--- config.mk ---
export PLATFORM = sky130hd
export DESIGN_NAME = alu_issue_control
export DESIGN_NICKNAME = d
export VERILOG_FILES = /design/src/rtl/alu_issue_control.sv
export SDC_FILE = /design/constraint.sdc
export NUM_CORES = 1
export LEC_CHECK = 0
export ABC_AREA = 1
export CAP_MARGIN = 40
export CORE_MARGIN = 5
export CORE_UTILIZATION = 49
export DETAILED_ROUTE_END_ITERATION = 12
export HOLD_SLACK_MARGIN = 0.08
export PLACE_DENSITY = 0.84
export SETUP_SLACK_MARGIN = 0.5
export SYNTH_ARGS = -nofsm -noshare
export SYNTH_HDL_FRONTEND = slang
export SYNTH_SLANG_ARGS = --single-unit
--- constraint.sdc ---
create_clock -name clk -period 2.5 [get_ports clk]
set_input_delay 0.5 -clock clk [delete_from_list [all_inputs] [get_ports clk]]
set_output_delay 0.5 -clock clk [all_outputs]
set_load 0.02 [all_outputs]
--- src/rtl/alu_issue_control.sv ---
// alu_issue_control
//   Registered execute-stage op decoder and multiplier issue scheduler.
//   Decodes cu_alu_op/funct7/funct3 into an ALU op with one cycle of latency,
//   launches the multi-cycle multiplier, tracks the single in-flight mul and
//   stalls upstream on structural, WAW and writeback-port hazards.
//
//   Ports:
//     clk, rst_n        clock (rising edge), asynchronous active-low reset
//     in_valid/in_ready instruction handshake from decode (in_ready is combinational)
//     in_funct7/3, in_cu_alu_op, in_rd   instruction fields and destination tag
//     out_valid, out_alu_op, out_set_nop, out_illegal, out_is_branch, out_rd
//                       registered decoded op, valid for one cycle per accept
//     mul_start         one-cycle pulse aligned with a mul's out_valid
//     mul_done_valid    one-cycle pulse MUL_LATENCY cycles after mul_start
//     mul_done_rd       destination tag of the completing mul
//     busy              a mul is in flight
module alu_issue_control #(
    parameter int unsigned MUL_LATENCY = 4,
    parameter int unsigned RD_WIDTH    = 5,
    parameter int unsigned OVERLAP     = 1
) (
    input  logic                clk,
    input  logic                rst_n,
    input  logic                in_valid,
    output logic                in_ready,
    input  logic [6:0]          in_funct7,
    input  logic [2:0]          in_funct3,
    input  logic [1:0]          in_cu_alu_op,
    input  logic [RD_WIDTH-1:0] in_rd,
    output logic                out_valid,
    output logic [1:0]          out_alu_op,
    output logic                out_set_nop,
    output logic                out_illegal,
    output logic                out_is_branch,
    output logic [RD_WIDTH-1:0] out_rd,
    output logic                mul_start,
    output logic                mul_done_valid,
    output logic [RD_WIDTH-1:0] mul_done_rd,
    output logic                busy
);

    typedef enum logic {IDLE, MUL_WAIT} state_t;

    state_t              state, state_nxt;
    logic [3:0]          cnt, cnt_nxt;
    logic [RD_WIDTH-1:0] pend_rd, pend_rd_nxt;
    logic                done_nxt;

    logic [1:0]          dec_op;
    logic                dec_nop, dec_ill, dec_br, dec_mul;
    logic                ready_c, accept;

    // Instruction decode
    always_comb begin
        dec_op  = 2'b00;
        dec_nop = 1'b0;
        dec_ill = 1'b0;
        dec_br  = 1'b0;
        dec_mul = 1'b0;
        case (in_cu_alu_op)
            2'b10: begin
                if (in_funct3 == 3'b000 && in_funct7 == 7'b0000000) begin
                    dec_op = 2'b00;
                end else if (in_funct3 == 3'b000 && in_funct7 == 7'b0100000) begin
                    dec_op = 2'b01;
                end else if (in_funct3 == 3'b000 && in_funct7 == 7'b0000001) begin
                    dec_op  = 2'b10;
                    dec_mul = 1'b1;
                end else begin
                    dec_ill = 1'b1;
                    dec_nop = 1'b1;
                end
            end
            2'b01: begin
                dec_op = 2'b01;
                dec_br = 1'b1;
            end
            2'b11:   dec_nop = 1'b1;
            default: dec_op  = 2'b00;
        endcase
    end

    // Issue hazards. With a mul in flight, counter == 1 means an op accepted
    // now would reach writeback in the same cycle as the mul result.
    always_comb begin
        ready_c = 1'b1;
        if (state == MUL_WAIT) begin
            if (OVERLAP == 0) begin
                ready_c = 1'b0;
            end else if (dec_mul) begin
                ready_c = 1'b0;
            end else if (in_rd != '0 && in_rd == pend_rd) begin
                ready_c = 1'b0;
            end else if (cnt == 4'd1) begin
                ready_c = 1'b0;
            end
        end
    end

    // Reset forces in_ready low along with every registered output.
    assign in_ready = rst_n & ready_c;
    assign accept   = in_valid & in_ready;

    // FSM next state
    always_comb begin
        state_nxt   = state;
        cnt_nxt     = cnt;
        pend_rd_nxt = pend_rd;
        done_nxt    = 1'b0;
        case (state)
            IDLE: begin
                if (accept && dec_mul) begin
                    state_nxt   = MUL_WAIT;
                    cnt_nxt     = 4'(MUL_LATENCY);
                    pend_rd_nxt = in_rd;
                end
            end
            MUL_WAIT: begin
                cnt_nxt = cnt - 4'd1;
                if (cnt == 4'd1) begin
                    done_nxt  = 1'b1;
                    state_nxt = IDLE;
                end
            end
            default: state_nxt = IDLE;
        endcase
    end

    always_ff @(posedge clk or negedge rst_n) begin
        if (!rst_n) begin
            state          <= IDLE;
            cnt            <= '0;
            pend_rd        <= '0;
            mul_done_valid <= 1'b0;
            out_valid      <= 1'b0;
            mul_start      <= 1'b0;
            out_alu_op     <= '0;
            out_set_nop    <= 1'b0;
            out_illegal    <= 1'b0;
            out_is_branch  <= 1'b0;
            out_rd         <= '0;
        end else begin
            state          <= state_nxt;
            cnt            <= cnt_nxt;
            pend_rd        <= pend_rd_nxt;
            mul_done_valid <= done_nxt;
            out_valid      <= accept;
            mul_start      <= accept & dec_mul;
            if (accept) begin
                out_alu_op    <= dec_op;
                out_set_nop   <= dec_nop;
                out_illegal   <= dec_ill;
                out_is_branch <= dec_br;
                out_rd        <= in_rd;
            end
        end
    end

    assign mul_done_rd = pend_rd;
    assign busy        = (state == MUL_WAIT);

endmodule

==> results.md, run 1 <==
- Post-DRT Antenna Nets: 0
- Tightest Pin Transition: 0.3626 ns
- Share of layout cells above drive strength 1: 25.46%
- TritonCTS clock tree: yes
- Crit path capture: in_ready
- Number of flops mapped to enable cells by yosys: 0
- Drt wl/cell: 14.04 um
- R2r endpoint: out_set_nop$_DFFE_PN0P_
- Core area: 2477 um^2
- Part of the Yosys area used for sequential elements: 45.54%
- PD cells: 419.9 nW/um^2
- Hold-fix buffers, CTS: 0
- Number of DRC markers in iteration 0: 48
- GPL Wtd Cong: 0.8812
- Gr ovfl total: 0
- Row count: 18
- Clock sinks: 23
- Syn. warnings: 0
- Crit end category: output pin
- Reg2reg setup slack: 0.72 ns
- MaxCap Viol Count: 0
- Reg2reg start: mul_done_rd[2]$_DFFE_PN0P_
- Critical path class: in -> out
- Crit-path cells: dlygate4sd2_1 > nor2_4 > nand2_2 > nor2_4 > nand3_2 > nand3_2 > a21oi_2 > buf_6
- Static Leak: 0.9569 nW
- Die width: 60.79 um
- Clock transition at path regs: 0.13 ns
- CP delay by family, top: simple AND/OR/NAND/NOR gates
- Clock Skew: 0.001692 ns
- Worst Path Arrival: 1.53 ns
- Final hold slack: 0.4613 ns
- Ports: 40
- Global Route Usage Sum: 20.89%
- Worst r2r path cells: 13
- #FFs+latches synth: 23
- CTS buffer count: 3
- Max IR drop VDD: 0.4008 mV
- Ranking of synthesized cells by area: dfrtp_1 46%, nand2_1 14%, inv_1 6.8%
- Max FO, Critical Path: 3
- Full die area: 3695 um^2
- Placed instance area: 1763 um^2
- Status: finished, final reports clean
- DRC Markers: 0
- Routed wire length: 3454 um
- Number of H-tree levels: 1
- Post-synth top area cell: dfrtp_1
- Total Power: 0.7707 mW
- IO buf count: 39
- Inst Count DP: 237
- Worst EP required: 2.00 ns
- Vias post-DR: 1248
- Die Ht: 60.79 um
- Initial antenna violation count: 0
- Post-DP HPWL: 2381 um
- Bufs and invs on worst path: 2
- Setup crit start: in_funct7[6]
- Max clock buf depth: 2
- Hold crit path type: in -> reg
- DR pass1 iterations: 4
- Final instance area: 1836 um^2
- Vias/cell: 5.073
- Min Tclk post-route: 2.027 ns
- Area Growth Syn to Fin: 45.25%
- Post-synthesis cell type count: 24
- Slowest-stage cell, CP: dlygate4sd2_1
- Clock latency on the worst-skew pair: 0.31 ns
- Max Freq: 493.3 MHz
- Post-synth top flop: dfrtp_1
- Fraction of registers with async set/reset: 100.0%
- Mapped Cells: 158
- Clk Tree Root Cell: clkbuf_4
- Post-Synthesis Net Count: 183
- Initial Util: 51.01%
- WP depth: 8
- Vias in the first global route: 1302
- Post-synth top area share: 45.54%
- Tcrit/Tclk final: 81.08%
- Synth Area per Inst: 7.998 um^2
- Final Setup Violations: 0
- First-pass GRT wire length: 5658 um
- Nets@finish: 242
- Largest net degree at the start of global routing: 27
- Commonest cells after routing, fill and taps aside: 44 x nand2_1, 22 x dfrtp_1, 21 x clkdlybuf4s50_1, 20 x inv_1, 17 x buf_4
- Post-Synthesis Cell Area: 1264 um^2
- Slew HR: 75.75%
- Startpoint types: primary input
- Crit path largest cell delay: 0.26 ns
- Final hold viol count: 0
- Most common cell after layout, fill and taps aside: nand2_1
- Max-slew violations: 0
- Non-filler cells, final: 246
- RSZ-0062 raised after global routing: yes
- ANT cells: 0
[worst reg2reg max path, delay by kind of cell, from the launching register on]
family	cells	cell delay, ns
AND/OR/NAND/NOR	8	0.71
buffers and inverters	4	0.50
flip-flops	1	0.43
AO/OA/AOI/OAI	1	0.09
[cells in the mapped netlist, types with 3 or more instances]
library cell,count
nand2_1,48
dfrtp_1,23
inv_1,23
nor2_1,14
nand3_1,7
nand4_1,7
o21ai_2,6
ha_1,5
inv_2,5
nand3b_1,3
[power by group]
part / switching [mW] / internal [mW] / leakage, nW
Combinational: 0.103 / 0.0861 / 0.655
Clock: 0.113 / 0.0623 / 0.0150
Sequential: 0.0129 / 0.393 / 0.287
Total: 0.229 / 0.542 / 0.957
[sequential cells by signal (all words and copies together), names as in the netlist]
signal          flops
out_is_branch       1
mul_done_valid      1
cnt                 4
out_alu_op          2
out_set_nop         1
out_illegal         1
out_rd              5
mul_start           1
mul_done_rd         5
out_valid           1
busy                1
[cells by family after synthesis]
kind of cell | synth area share [%]
compound gates | 7.427
xor+xnor | 1.386
fa+ha+maj | 4.950
buf+inv | 9.801
flops | 45.54
simple gates | 30.89
[per-stage QoR]
stage / util (%) / TNS [ns] / setup slack (ns)
after floorplan: - / 0 / 0.6986
after global placement: 71.16 / -0.1979 / -0.1979
after detailed placement: 71.16 / -0.2244 / -0.2244
after CTS: 74.19 / 0 / 0.4826
after global routing: 74.09 / 0 / 0.3999
final: 74.09 / 0 / 0.4730
[worst min-delay path by stage]
| stage | start | end | slack [ns] | cells after the start |
|---|---|---|---|---|
| 2_1_floorplan | rst_n | busy$_DFF_PN0_ | 0.20 | 0 |
| 3_3_place_gp | out_alu_op[1]$_DFFE_PN0P_ | out_alu_op[1]$_DFFE_PN0P_ | 0.46 | 2 |
| 3_5_place_dp | out_alu_op[0]$_DFFE_PN0P_ | out_alu_op[0]$_DFFE_PN0P_ | 0.47 | 2 |
| 4_1_cts | out_rd[3]$_DFFE_PN0P_ | out_rd[3]$_DFFE_PN0P_ | 0.51 | 2 |
| 5_1_grt | in_rd[2] | mul_done_rd[2]$_DFFE_PN0P_ | 0.46 | 3 |
| 6_report | in_rd[0] | mul_done_rd[0]$_DFFE_PN0P_ | 0.46 | 3 |
[layout make-up]
type,count,area (um^2)
clock buffer,4,26.28
fill,202,641.9
inverter,28,105.1
multi-input combinational,105,606.8
sequential,23,576.8
tap,30,37.54
timing repair buffer,56,483.0
[metal layers]
layer | track usage, % | wire length [um] | vias to the layer above
met5 | 0 | 0 | -
met4 | 10.53 | 80 | 0
met3 | 4.255 | 186 | 12
met2 | 36.34 | 1748 | 58
met1 | 24.23 | 1439 | 568
li1 | - | - | 610
[repair_timing]
action	CTS	global route
hold endpoints to repair	0	0
pin swaps	14	4
buffers inserted	5	0
resized for setup	38	9
setup endpoints to repair	1	4
Note: power is estimated with default switching activity, not from simulation.
==> inputs of run 2 (changes only) <==
Settings changed: CORE_UTILIZATION 49 to 41, PLACE_DENSITY 0.84 to 0.75.
Clock period 2.5 ns to 1.8 ns, I/O delays scaled along.
==> run 2 against run 1 <==
The flow now finishes with violations (setup timing). Final cell count rose by 19%. Global-route usage down 1.2 points. Sequential power rose by 39%. Clock power up 43%. Sequential share of layout area fell by 6.0 points. Utilization up 2.2 points. Highest routed layer unchanged. Register-to-register slack got worse by 0.76 ns.
==> results.md, run 2 (synthesis gave the netlist of run 1 again) <==
- Gr ovfl total: 0 (unchanged)
- Final hold viol count: 0 (unchanged)
- PD cells: 491.3 nW/um^2 (+17%)
- Commonest cells after routing, fill and taps aside: 41 x buf_4, 37 x nand2_1, 30 x buf_6, 18 x dfrtp_1, 14 x buf_2
- CTS buffer count: 3 (unchanged)
- CP delay by family, top: buffers and inverters
- Initial Util: 42.08% (-8.9 points)
- Static Leak: 1.260 nW (+32%)
- Global Route Usage Sum: 19.71% (-1.2 points)
- Met3 WL: 218 um (+17%)
- Max IR drop VDD: 0.4319 mV (+7.8%)
- Hold crit path type: in -> async
- Final instance area: 2290 um^2 (+25%)
- Core area: 3003 um^2 (+21%)
- Post-DP HPWL: 2621 um (+10%)
- Bufs and invs on worst path: 5 (+3)
- Failing checks: setup timing
- Crit-path cells: inv_2 > nand2_2 > nand2_1 > nor2_1 > nand3_1 > nand3_2 > buf_4 > buf_6 > buf_4 > nand2_4 > nand3_4 > buf_6 > nand2_1 > o21ai_2
- Crit path largest cell delay: 0.45 ns (+0.19 ns)
- Crit end category: flop
- Fillers: 202 (unchanged)
- Tightest Pin Transition: 0.3107 ns (-0.05193 ns)
- DRC Markers: 0 (unchanged)
- Drt wl/cell: 14.04 um (about the same)
- Max Freq: 543.2 MHz
- Final hold slack: 0.4625 ns (+0.001203 ns)
- Non-filler cells, final: 293 (+19%)
- Largest net degree at the start of global routing: 27 (unchanged)
- Number of DRC markers in iteration 0: 38 (-21%)
- Ports: 40 (unchanged)
- First-pass GRT wire length: 6486 um (+15%)
- Row count: 20 (+2)
- R2r endpoint: out_rd[0]$_DFFE_PN0P_
- IO buf count: 39 (unchanged)
- Highest Signal Layer: met4
- GPL Wtd Cong: 0.7721 (-12%)
- Worst EP required: 2.03 ns (+0.03 ns)
- Status: finished, violations left
- Critical path class: reg -> reg
- Initial antenna violation count: 0 (unchanged)
- Pre-CTS setup slack: -0.7119 ns (-0.4875 ns)
- Die Ht: 65.52 um (+7.8%)
- Worst setup margin: -0.04092 ns (-0.5139 ns)
- Tcrit/Tclk final: 102.3%
- Sum Neg Setup Slack: -0.1128 ns (-0.1128 ns)
- Most common cell after layout, fill and taps aside: buf_4
- Reg2reg start: mul_done_rd[1]$_DFFE_PN0P_
- Clock Skew: 0.007572 ns (+0.005880 ns)
- TritonCTS clock tree: yes
- Max-slew violations: 0 (unchanged)
- Worst Path Arrival: 2.07 ns (+0.54 ns)
- Met2 WL: 2151 um (+23%)
- Vias/cell: 4.904 (-3.3%)
- Clock latency on the worst-skew pair: 0.33 ns (+0.02 ns)
- Routed wire length: 4113 um (+19%)
- DR pass1 iterations: 4 (unchanged)
- Slew HR: 79.22% (+3.5 points)
- Worst r2r path cells: 14 (+1)
- Nets@finish: 286 (+18%)
- Min Tclk post-route: 1.841 ns
- Post-DRT Antenna Nets: 0 (unchanged)
- Max FO, Critical Path: 5 (+2)
- Reg2reg setup slack: -0.04 ns (-0.76 ns)
- Vias in the first global route: 1449 (+11%)
- MaxCap Viol Count: 0 (unchanged)
- Inst Count DP: 254 (+7.2%)
- Area Growth Syn to Fin: 81.19%
- Clock sinks: 23 (unchanged)
- Share of layout cells above drive strength 1: 54.23% (+29 points)
- RSZ-0062 raised after global routing: yes
- Max clock buf depth: 2 (unchanged)
- Startpoint types: flop
- Slowest-stage cell, CP: dfrtp_2
- Clock transition at path regs: 0.13 ns (about the same)
- M1 WL: 1683 um (+17%)
- Full die area: 4292 um^2 (+16%)
- Vias post-DR: 1437 (+15%)
- Clk Tree Root Cell: clkbuf_4
- ANT cells: 0 (unchanged)
- Placed instance area: 1902 um^2 (+7.9%)
- Final Setup Violations: 3 (+3)
- Number of H-tree levels: 1 (unchanged)
- Die width: 65.52 um (+7.8%)
run 2: worst max-delay path by stage:
stage                          startpoint               endpoint  slack, ns  depth (start not counted)
2_1_floorplan  mul_done_rd[2]$_DFFE_PN0P_               in_ready       0.36                          7
3_3_place_gp                     in_rd[2]               in_ready      -0.65                          9
3_5_place_dp                     in_rd[2]               in_ready      -0.71                          9
4_1_cts        mul_done_rd[1]$_DFFE_PN0P_               in_ready      -0.05                          8
5_1_grt        mul_done_rd[0]$_DFFE_PN0P_  out_rd[0]$_DFFE_PN0P_      -0.12                         14
6_report       mul_done_rd[1]$_DFFE_PN0P_  out_rd[0]$_DFFE_PN0P_      -0.04                         14
run 2: per-layer routing:
metal / global-route usage, % / vias to the layer above
met3: 4.957 / 8
li1: - / 696
met4: 6.218 / 0
met2: 35.90 / 38
met5: 0 / -
met1: 22.37 / 695
run 2: layout make-up:
| type | count | area [um^2] | area share, % |
|---|---|---|---|
| Inverter | 28 | 112.6 | 4.918 |
| Clock inverter | 1 | 5.005 | 0.2186 |
| Timing Repair Buffer | 100 | 852.1 | 37.21 |
| Sequential cell | 23 | 581.8 | 25.41 |
| Clock buffer | 3 | 22.52 | 0.9836 |
| Tap cell | 33 | 41.29 | 1.803 |
| Multi-Input combinational cell | 105 | 674.4 | 29.45 |
run 2: timing repair:
action                     4_1_cts  5_1_grt
hold endpoints to repair         0        0
setup endpoints to repair       42       29
pin swaps                       18        7
hold buffers                     0        0
buffers inserted                28        7
resized for setup              166       16
run 2: worst register-to-register path: stages (launching register included):
cell	delay (ns)
dfrtp_2	0.45
inv_2	0.06
nand2_2	0.04
nand2_1	0.06
nor2_1	0.04
nand3_1	0.09
nand3_2	0.11
buf_4	0.16
buf_6	0.10
buf_4	0.13
nand2_4	0.06
nand3_4	0.11
buf_6	0.18
nand2_1	0.09
o21ai_2	0.07
run 2: metrics by stage:
step                power [mW]  utilization [%]
CTS                      1.111            73.08
global placement        0.8475            63.33
detailed placement      0.8573            63.33
floorplan               0.6910                -
global route             1.183            76.25
finish                   1.125            76.25
run 2: power breakdown:
group | internal [mW] | total [mW] | switching [mW]
sequential | 0.546 | 0.563 | 0.0172
combinational | 0.143 | 0.310 | 0.167
clock | 0.0835 | 0.252 | 0.168
total | 0.773 | 1.13 | 0.352
